File: config.mk
export PLATFORM = sky130hd
export DESIGN_NAME = l2_mem_bridge_flat
export DESIGN_NICKNAME = d
export VERILOG_FILES = /design/src/rtl/l2_config_and_types.sv /design/src/rtl/l2_requester_interface.sv /design/src/rtl/cva5_fifo.sv /design/src/rtl/l2_mem_bridge.sv /design/src/flat_wrapper.sv
export SDC_FILE = /design/constraint.sdc
export NUM_CORES = 1
export LEC_CHECK = 0
export BUFFER_PORTS_ARGS = -buffer_cell sky130_fd_sc_hd__buf_2
export CAP_MARGIN = 20
export CORE_UTILIZATION = 59
export CTS_CLUSTER_DIAMETER = 200
export DETAILED_ROUTE_END_ITERATION = 10
export HOLD_SLACK_MARGIN = 0.02
export PLACE_DENSITY = 0.84
export SKIP_LAST_GASP = 1
export SLEW_MARGIN = 15
export SYNTH_ARGS = -nofsm -noshare
export SYNTH_HDL_FRONTEND = slang
export SYNTH_SLANG_ARGS = --single-unit
File: constraint.sdc
create_clock -name clk -period 6.8 [get_ports clk]
set_clock_uncertainty 0.15 [all_clocks]
set_input_delay 0.34 -clock clk [delete_from_list [all_inputs] [get_ports clk]]
set_output_delay 0.34 -clock clk [all_outputs]
set_load 0.05 [all_outputs]
File: src/rtl/l2_config_and_types.sv
// Shared L2 request format, burst helpers and the memory-bridge FSM encoding.
package l2_config_and_types;

    localparam int L2_SUB_ID_W = 2;
    localparam int L2_BURST_W  = 5;
    localparam int L2_LEN_W    = L2_BURST_W + 1;

    typedef struct packed {
        logic [29:0]             addr;
        logic                    rnw;
        logic [3:0]              be;
        logic                    is_amo;
        logic [L2_BURST_W-1:0]   amo_type_or_burst_size;
        logic [L2_SUB_ID_W-1:0]  sub_id;
    } l2_request_t;

    typedef enum logic [1:0] {
        IDLE,
        WRITE,
        READ_ISSUE,
        READ_WAIT
    } l2_mem_bridge_state_t;

    function automatic logic [L2_LEN_W-1:0] burst_len(input logic [L2_BURST_W-1:0] size);
        return {1'b0, size} + L2_LEN_W'(1);
    endfunction

    function automatic logic len_is_pow2(input logic [L2_LEN_W-1:0] len);
        return (len & (len - L2_LEN_W'(1))) == '0;
    endfunction

    // Low log2(len) address bits wrap inside the aligned block; upper bits stay fixed.
    function automatic logic [29:0] wrap_addr(input logic [29:0] base,
                                              input logic [L2_LEN_W-1:0] idx,
                                              input logic [L2_LEN_W-1:0] len);
        logic [29:0] mask;
        mask = 30'(len - L2_LEN_W'(1));
        return (base & ~mask) | ((base + 30'(idx)) & mask);
    endfunction

endpackage

File: src/rtl/l2_requester_interface.sv
// L1-arbiter to L2 request/data/return channel.
interface l2_requester_interface;
    import l2_config_and_types::*;

    l2_request_t             request;
    logic                    request_push;
    logic                    request_full;

    logic [31:0]             wr_data;
    logic                    wr_data_push;
    logic                    data_full;

    logic [31:0]             rd_data;
    logic [L2_SUB_ID_W-1:0]  rd_sub_id;
    logic                    rd_data_valid;
    logic                    rd_data_ack;

    logic                    con_result;
    logic                    con_valid;

    logic                    inv_valid;
    logic [29:0]             inv_addr;

    modport master (
        output request, request_push, wr_data, wr_data_push, rd_data_ack,
        input  request_full, data_full, rd_data, rd_sub_id, rd_data_valid,
               con_result, con_valid, inv_valid, inv_addr
    );

    modport slave (
        input  request, request_push, wr_data, wr_data_push, rd_data_ack,
        output request_full, data_full, rd_data, rd_sub_id, rd_data_valid,
               con_result, con_valid, inv_valid, inv_addr
    );
endinterface

File: src/rtl/cva5_fifo.sv
// Generic power-of-two FIFO with head visible as data_out while valid.
// Latency: push visible at head next cycle; full/valid update the cycle after push/pop.
// Backpressure: full blocks push unless a pop frees a slot in the same cycle.
module cva5_fifo #(
    parameter type DATA_TYPE = logic,
    parameter int  DEPTH     = 4
) (
    input  logic     clk,
    input  logic     rst,
    input  logic     push,
    input  logic     pop,
    input  DATA_TYPE data_in,
    output DATA_TYPE data_out,
    output logic     valid,
    output logic     full
);
    localparam int AW = $clog2(DEPTH);
    localparam int CW = AW + 1;

    DATA_TYPE      mem [DEPTH];
    logic [AW-1:0] rd_ptr;
    logic [AW-1:0] wr_ptr;
    logic [CW-1:0] count;
    logic          do_push;
    logic          do_pop;

    assign valid    = (count != '0);
    assign full     = (count == CW'(DEPTH));
    assign do_pop   = pop & valid;
    assign do_push  = push & (~full | do_pop);
    assign data_out = mem[rd_ptr];

    always_ff @(posedge clk) begin
        if (do_push)
            mem[wr_ptr] <= data_in;
    end

    always_ff @(posedge clk or posedge rst) begin
        if (rst) begin
            rd_ptr <= '0;
            wr_ptr <= '0;
            count  <= '0;
        end else begin
            if (do_push)
                wr_ptr <= wr_ptr + AW'(1);
            if (do_pop)
                rd_ptr <= rd_ptr + AW'(1);
            count <= count + {{AW{1'b0}}, do_push} - {{AW{1'b0}}, do_pop};
        end
    end

    push_when_full: assert property (@(posedge clk) disable iff (rst) !(push && full && !pop));

endmodule

File: src/rtl/l2_mem_bridge.sv
// L2 endpoint: executes buffered L1 requests on a pipelined word memory port, reads as wrapping bursts.
// Latency: push to mem_req >= 2 cycles; mem_rvalid to rd_data_valid 1 cycle.
// Backpressure: request_full/data_full toward the arbiter; mem_ready stalls issue; returns are never stalled.
module l2_mem_bridge
    import l2_config_and_types::*;
#(
    parameter int REQ_DEPTH  = 4,
    parameter int DATA_DEPTH = 8
) (
    input  logic                 clk,
    input  logic                 rst,
    l2_requester_interface.slave l2,
    output logic                 mem_req,
    input  logic                 mem_ready,
    output logic [29:0]          mem_addr,
    output logic                 mem_we,
    output logic [3:0]           mem_be,
    output logic [31:0]          mem_wdata,
    input  logic                 mem_rvalid,
    input  logic [31:0]          mem_rdata
);
    l2_mem_bridge_state_t    state;
    l2_mem_bridge_state_t    next_state;

    l2_request_t             req_head;
    logic                    req_valid;
    logic                    req_pop;
    logic [31:0]             data_head;
    logic                    data_valid;
    logic                    data_pop;

    logic                    accept;
    logic                    issue_done;
    logic                    ret_accept;
    logic                    start_read;
    logic                    start_write;

    logic [29:0]             base_addr;
    logic [L2_LEN_W-1:0]     len;
    logic [L2_LEN_W-1:0]     issue_cnt;
    logic [L2_LEN_W-1:0]     ret_cnt;
    logic [L2_SUB_ID_W-1:0]  sub_id;

    logic                    rd_valid_q;
    logic [31:0]             rd_data_q;
    logic [L2_SUB_ID_W-1:0]  rd_sub_id_q;

    cva5_fifo #(.DATA_TYPE(l2_request_t), .DEPTH(REQ_DEPTH)) req_fifo (
        .clk      (clk),
        .rst      (rst),
        .push     (l2.request_push),
        .pop      (req_pop),
        .data_in  (l2.request),
        .data_out (req_head),
        .valid    (req_valid),
        .full     (l2.request_full)
    );

    cva5_fifo #(.DATA_TYPE(logic [31:0]), .DEPTH(DATA_DEPTH)) data_fifo (
        .clk      (clk),
        .rst      (rst),
        .push     (l2.wr_data_push),
        .pop      (data_pop),
        .data_in  (l2.wr_data),
        .data_out (data_head),
        .valid    (data_valid),
        .full     (l2.data_full)
    );

    assign accept     = mem_req & mem_ready;
    assign issue_done = accept && ((issue_cnt + L2_LEN_W'(1)) == len);
    assign ret_accept = mem_rvalid && ((state == READ_ISSUE) || (state == READ_WAIT));

    always_ff @(posedge clk or posedge rst) begin
        if (rst)
            state <= IDLE;
        else
            state <= next_state;
    end

    // A write at the head blocks everything behind it until its data arrives.
    always_comb begin
        next_state  = state;
        req_pop     = 1'b0;
        data_pop    = 1'b0;
        start_read  = 1'b0;
        start_write = 1'b0;
        case (state)
            IDLE: begin
                if (req_valid) begin
                    if (req_head.rnw) begin
                        start_read = 1'b1;
                        next_state = READ_ISSUE;
                    end else if (data_valid) begin
                        start_write = 1'b1;
                        next_state  = WRITE;
                    end
                end
            end
            WRITE: begin
                if (accept) begin
                    req_pop    = 1'b1;
                    data_pop   = 1'b1;
                    next_state = IDLE;
                end
            end
            READ_ISSUE: begin
                if (issue_done) begin
                    req_pop    = 1'b1;
                    next_state = READ_WAIT;
                end
            end
            READ_WAIT: begin
                if (ret_cnt == len)
                    next_state = IDLE;
            end
            default: next_state = IDLE;
        endcase
    end

    always_ff @(posedge clk or posedge rst) begin
        if (rst) begin
            mem_req     <= 1'b0;
            mem_we      <= 1'b0;
            mem_addr    <= '0;
            mem_be      <= '0;
            mem_wdata   <= '0;
            base_addr   <= '0;
            len         <= '0;
            issue_cnt   <= '0;
            ret_cnt     <= '0;
            sub_id      <= '0;
            rd_valid_q  <= 1'b0;
            rd_data_q   <= '0;
            rd_sub_id_q <= '0;
        end else begin
            if (start_read) begin
                base_addr <= req_head.addr;
                len       <= burst_len(req_head.amo_type_or_burst_size);
                sub_id    <= req_head.sub_id;
                issue_cnt <= '0;
                mem_req   <= 1'b1;
                mem_we    <= 1'b0;
                mem_addr  <= req_head.addr;
                mem_be    <= req_head.be;
            end else if (start_write) begin
                mem_req   <= 1'b1;
                mem_we    <= 1'b1;
                mem_addr  <= req_head.addr;
                mem_be    <= req_head.be;
                mem_wdata <= data_head;
            end else if ((state == WRITE) && accept) begin
                mem_req <= 1'b0;
                mem_we  <= 1'b0;
            end else if ((state == READ_ISSUE) && accept) begin
                issue_cnt <= issue_cnt + L2_LEN_W'(1);
                if (issue_done)
                    mem_req <= 1'b0;
                else
                    mem_addr <= wrap_addr(base_addr, issue_cnt + L2_LEN_W'(1), len);
            end

            // Returns may overlap issue; anything outside a read is stale and dropped.
            rd_valid_q <= ret_accept;
            if (start_read)
                ret_cnt <= '0;
            else if (ret_accept)
                ret_cnt <= ret_cnt + L2_LEN_W'(1);
            if (ret_accept) begin
                rd_data_q   <= mem_rdata;
                rd_sub_id_q <= sub_id;
            end
        end
    end

    assign l2.rd_data       = rd_data_q;
    assign l2.rd_data_valid = rd_valid_q;
    assign l2.rd_sub_id     = rd_sub_id_q;
    assign l2.con_valid     = 1'b0;
    assign l2.con_result    = 1'b0;
    assign l2.inv_valid     = 1'b0;
    assign l2.inv_addr      = '0;

    amo_unsupported: assert property (@(posedge clk) disable iff (rst)
        (start_read || start_write) |-> !req_head.is_amo);
    burst_len_pow2: assert property (@(posedge clk) disable iff (rst)
        start_read |-> len_is_pow2(burst_len(req_head.amo_type_or_burst_size)));
    no_return_backpressure: assert property (@(posedge clk) disable iff (rst)
        l2.rd_data_ack == l2.rd_data_valid);

endmodule

File: src/flat_wrapper.sv
// flat-port wrapper written by rule: the top's interface ports become plain ports
module l2_mem_bridge_flat import l2_config_and_types::*;
#(
    parameter int REQ_DEPTH  = 4,
    parameter int DATA_DEPTH = 8
)
  (clk, rst, mem_req, mem_ready, mem_addr, mem_we, mem_be, mem_wdata, mem_rvalid, mem_rdata, l2_request, l2_request_push, l2_wr_data, l2_wr_data_push, l2_rd_data_ack, l2_request_full, l2_data_full, l2_rd_data, l2_rd_sub_id, l2_rd_data_valid, l2_con_result, l2_con_valid, l2_inv_valid, l2_inv_addr);
  l2_requester_interface l2_i ();
  input  logic clk;
  input  logic rst;
  output logic mem_req;
  input  logic mem_ready;
  output logic [29:0] mem_addr;
  output logic mem_we;
  output logic [3:0] mem_be;
  output logic [31:0] mem_wdata;
  input  logic mem_rvalid;
  input  logic [31:0] mem_rdata;
  input wire logic [$bits(l2_i.request)-1:0] l2_request;
  input wire logic [$bits(l2_i.request_push)-1:0] l2_request_push;
  input wire logic [$bits(l2_i.wr_data)-1:0] l2_wr_data;
  input wire logic [$bits(l2_i.wr_data_push)-1:0] l2_wr_data_push;
  input wire logic [$bits(l2_i.rd_data_ack)-1:0] l2_rd_data_ack;
  output wire logic [$bits(l2_i.request_full)-1:0] l2_request_full;
  output wire logic [$bits(l2_i.data_full)-1:0] l2_data_full;
  output wire logic [$bits(l2_i.rd_data)-1:0] l2_rd_data;
  output wire logic [$bits(l2_i.rd_sub_id)-1:0] l2_rd_sub_id;
  output wire logic [$bits(l2_i.rd_data_valid)-1:0] l2_rd_data_valid;
  output wire logic [$bits(l2_i.con_result)-1:0] l2_con_result;
  output wire logic [$bits(l2_i.con_valid)-1:0] l2_con_valid;
  output wire logic [$bits(l2_i.inv_valid)-1:0] l2_inv_valid;
  output wire logic [$bits(l2_i.inv_addr)-1:0] l2_inv_addr;
  assign l2_i.request = l2_request;
  assign l2_i.request_push = l2_request_push;
  assign l2_i.wr_data = l2_wr_data;
  assign l2_i.wr_data_push = l2_wr_data_push;
  assign l2_i.rd_data_ack = l2_rd_data_ack;
  assign l2_request_full = l2_i.request_full;
  assign l2_data_full = l2_i.data_full;
  assign l2_rd_data = l2_i.rd_data;
  assign l2_rd_sub_id = l2_i.rd_sub_id;
  assign l2_rd_data_valid = l2_i.rd_data_valid;
  assign l2_con_result = l2_i.con_result;
  assign l2_con_valid = l2_i.con_valid;
  assign l2_inv_valid = l2_i.inv_valid;
  assign l2_inv_addr = l2_i.inv_addr;
  l2_mem_bridge #(.REQ_DEPTH(REQ_DEPTH), .DATA_DEPTH(DATA_DEPTH)) u_core (.clk(clk), .rst(rst), .l2(l2_i), .mem_req(mem_req), .mem_ready(mem_ready), .mem_addr(mem_addr), .mem_we(mem_we), .mem_be(mem_be), .mem_wdata(mem_wdata), .mem_rvalid(mem_rvalid), .mem_rdata(mem_rdata));
endmodule
==> qor_table.md <==
| Metric | This run |
|---|---|
| Status | complete, no violations |
| Clock slew seen by the registers of the worst setup and hold paths | 60 ps |
| Via count of the first global-routing pass | 15,100 |
| Aggregate global routing overflow | 0 |
| CTS tree | built |
| First-pass GRT wire length | 90,500 um |
| Detailed Place HPWL | 32,400 um |
| Count of unique library cells instantiated by Yosys | 55 |
| Drt first-iter violations | 1,547 |
| Total global routing track utilization | 29.4% |
| Final Slew Violations | 0 |
| Minimum clock period | 3850 ps |
| Data required, critical path | 6870 ps |
| Height of the chip | 204 um |
| Routed wire length | 60,600 um |
| Number of ports placed on the die boundary | 252 |
| Synthesized netlist cell count | 1,539 |
| Number of warnings reported in the yosys synthesis log | 0 |
| Min-Delay Path Class | in -> reg |
| Max VDD drop | 0.331 mV |
| Clock root buffer master | clkbuf_16 |
| Total iterations of the first detailed-routing run | 7 |
| Number of flops mapped to enable cells by yosys | 424 |
| Power density cells | 487 mW/mm2 |
| Share of post-route cells with drive strength above 1 | 24.0% |
| Count of state elements after synthesis | 596 |
| Static leakage | 11.2 nW |
| Worst Setup Path Type | reg -> reg |
| Number of vias per cell after detailed routing | 6.10 |
| Worst skew pair latency | 620 ps |
| Hold Slack | 106 ps |
| Aggregate negative setup slack | 0 ps |
| Largest net degree at the start of global routing | 83 |
| Post-synthesis average cell area | 15.7 um2 |
| Share of the synthesized area in the top cell type | 52.7% |
| Number of antenna violations at the first check in global routing | 3 |
| Final critical-path share of the clock period | 56.6% |
| Clock net sink count | 596 |
| Number of setup buffers added after CTS | 0 |
| Highest clock rate | 260 MHz |
| H-tree lvl count | 2 |
| Count of final setup violators | 0 |
| Asr flop ratio synth | 28.9% |
| Final GP Congestion | 0.932 |
| Clock tree buffer depth | 3 |
| Fin util | 71.9% |
| Number of rows created at floorplan | 73 |
| Die area | 0.0418 mm2 |
| Initial Utilization | 60.3% |
| List of most frequent post-synthesis cells | 424 x edfxtp_1, 270 x nand2_1, 172 x dfrtp_1, 106 x mux4_2, 71 x nor2_1 |
| Slew headroom | 25.4% |
| Final hold violation count | 0 |
| Setup crit end kind | register |
| Count of buffers from port buffering | 216 |
| Endpoint arrival time on the critical path | 3910 ps |
| Clock buffer count from CTS | 57 |
| Share of synthesized area occupied by flip-flops and latches | 70.5% |
| Cell types with the largest area share after synthesis | edfxtp_1 53%, dfrtp_1 18%, mux4_2 9.9% |
| Highest net fanout along the worst path | 42 |
| Area Overhead vs Synth | 19.2% |
| RSZ-0062 raised after global routing | no |
| Ys flop type | edfxtp_1 |
| Antenna-violating nets left | 0 |
| Remaining DRCs | 0 |
| Vias after detailed routing | 15,000 |
| Number of max-cap violations | 0 |
| Actual slew at the worst max-slew pin | 1120 ps |
| Die Span X | 204 um |
| Leading cell type by number of instances after synthesis | edfxtp_1 |
| Layout Nets | 2,019 |
| Standard cell core area | 0.0401 mm2 |
| WL per Instance | 24.7 um |
| Post-Syn Area | 0.0242 mm2 |
| Crit path launch type | register |
| Most area-hungry cell type in the Yosys netlist | edfxtp_1 |
==> stage by stage <==
| stage | setup slack, ps | cells | power (mW) | area [um2] |
|---|---|---|---|---|
| final | 2950 | 2452 | 14.0 | 28800 |
| after global routing | 2780 | 2450 | 14.6 | 28800 |
| after CTS | 2960 | 2447 | 13.9 | 28800 |
| after global placement | 3100 | 2229 | 10.2 | 25700 |
| after detailed placement | 3060 | 2232 | 10.5 | 25800 |
| after floorplan | 1650 | 1571 | 9.11 | 24300 |
==> routing by layer <==
layer  up-vias  wire length [um]  track usage [%]
met1      7577             22000             37.7
met3       164              5050             5.13
met2       882             31400             50.0
met4         0              2160             12.1
li1       6335                 -                -
met5         -                 0                0
==> area by class of cell <==
cell class              instances  area [um2]
multi-input cells             849        6680
clock inverters                33         392
well taps                     525         657
diodes                          4        10.0
inverters                      23        91.3
repair buffers                348        2400
flip-flops and latches        596       17000
fillers                      2320       11300
clock buffers                  74        1550
==> path summary, 6_finish.rpt <==
path	start	to	slack, ps	cells past startpoint
hold / removal	mem_ready	u_core.mem_we	110	3
min in group asynchronous	rst	u_core.l2.rd_data[24]	250	3
max in group asynchronous	rst	u_core.mem_addr[7]	4880	4
hold reg to reg	u_core.l2.rd_data[2]	u_core.l2.rd_data[2]	320	2
setup reg to reg	u_core.issue_cnt[0]	u_core.req_fifo.mem[3][38]	2950	7
setup / recovery	u_core.issue_cnt[0]	u_core.req_fifo.mem[3][38]	2950	7
==> critical path, cell delays in order (launching register included) <==
cell and delay, ps:
dfrtp_1 420, ha_1 400, xor2_1 170, nor3_1 160
nand4_1 230, o31a_1 380, a211oi_2 520, and2_2 990
==> sequential cells by signal, indices dropped and copies added, names as in the netlist <==
name,cells
u_core.req_fifo.count,3
u_core.mem_wdata,32
u_core.req_fifo.mem,168
u_core.l2.rd_data_valid,1
u_core.mem_req,1
u_core.data_fifo.rd_ptr,3
u_core.data_fifo.wr_ptr,3
u_core.req_fifo.wr_ptr,2
u_core.mem_we,1
u_core.data_fifo.mem,256
u_core.mem_addr,30
u_core.ret_cnt,6
u_core.l2.rd_data,32
u_core.state,2
u_core.req_fifo.rd_ptr,2
u_core.len,6
u_core.base_addr,30
u_core.mem_be,4
u_core.l2.rd_sub_id,2
u_core.data_fifo.count,4
u_core.issue_cnt,6
u_core.sub_id,2
==> placed cells by master (no fill, tap or decap), drive strengths merged, types with 11 or more instances in the layout <==
cell         instances
nor2                71
nand3               39
clkbuf              74
xor2                39
o211ai              11
nor3                11
conb                33
nand2              270
o21ai               43
clkinv              20
edfxtp             424
a21oi               42
dlygate4sd3        108
xnor2               27
ha                  27
mux2i               36
mux4               106
buf                240
dfrtp              172
inv                 25
==> where the power goes <==
part / switching [mW] / internal [mW]
registers: 0.635 / 4.88
clock network: 1.41 / 1.92
logic: 3.44 / 1.75
==> cells by family (layout without fill, tap and decap cells) <==
logic type	count (synthesis)	after routing	synth area share, %
DFF	596	596	70.5
AOI/OAI and AO/OA	127	127	3.16
adders and majority gates	30	30	1.65
other	1	37	0.0155
and+or+nand+nor	444	444	7.89
muxes	146	146	11.5
xor gates and xnor gates	69	69	2.68
buffers and inverters	126	478	2.62
==> what timing repair did <==
item,in CTS,in global routing
resized for setup,0,0
endpoints found under the hold margin,538,0
hold buffers,108,0
Note: power is estimated with default switching activity, not from simulation.
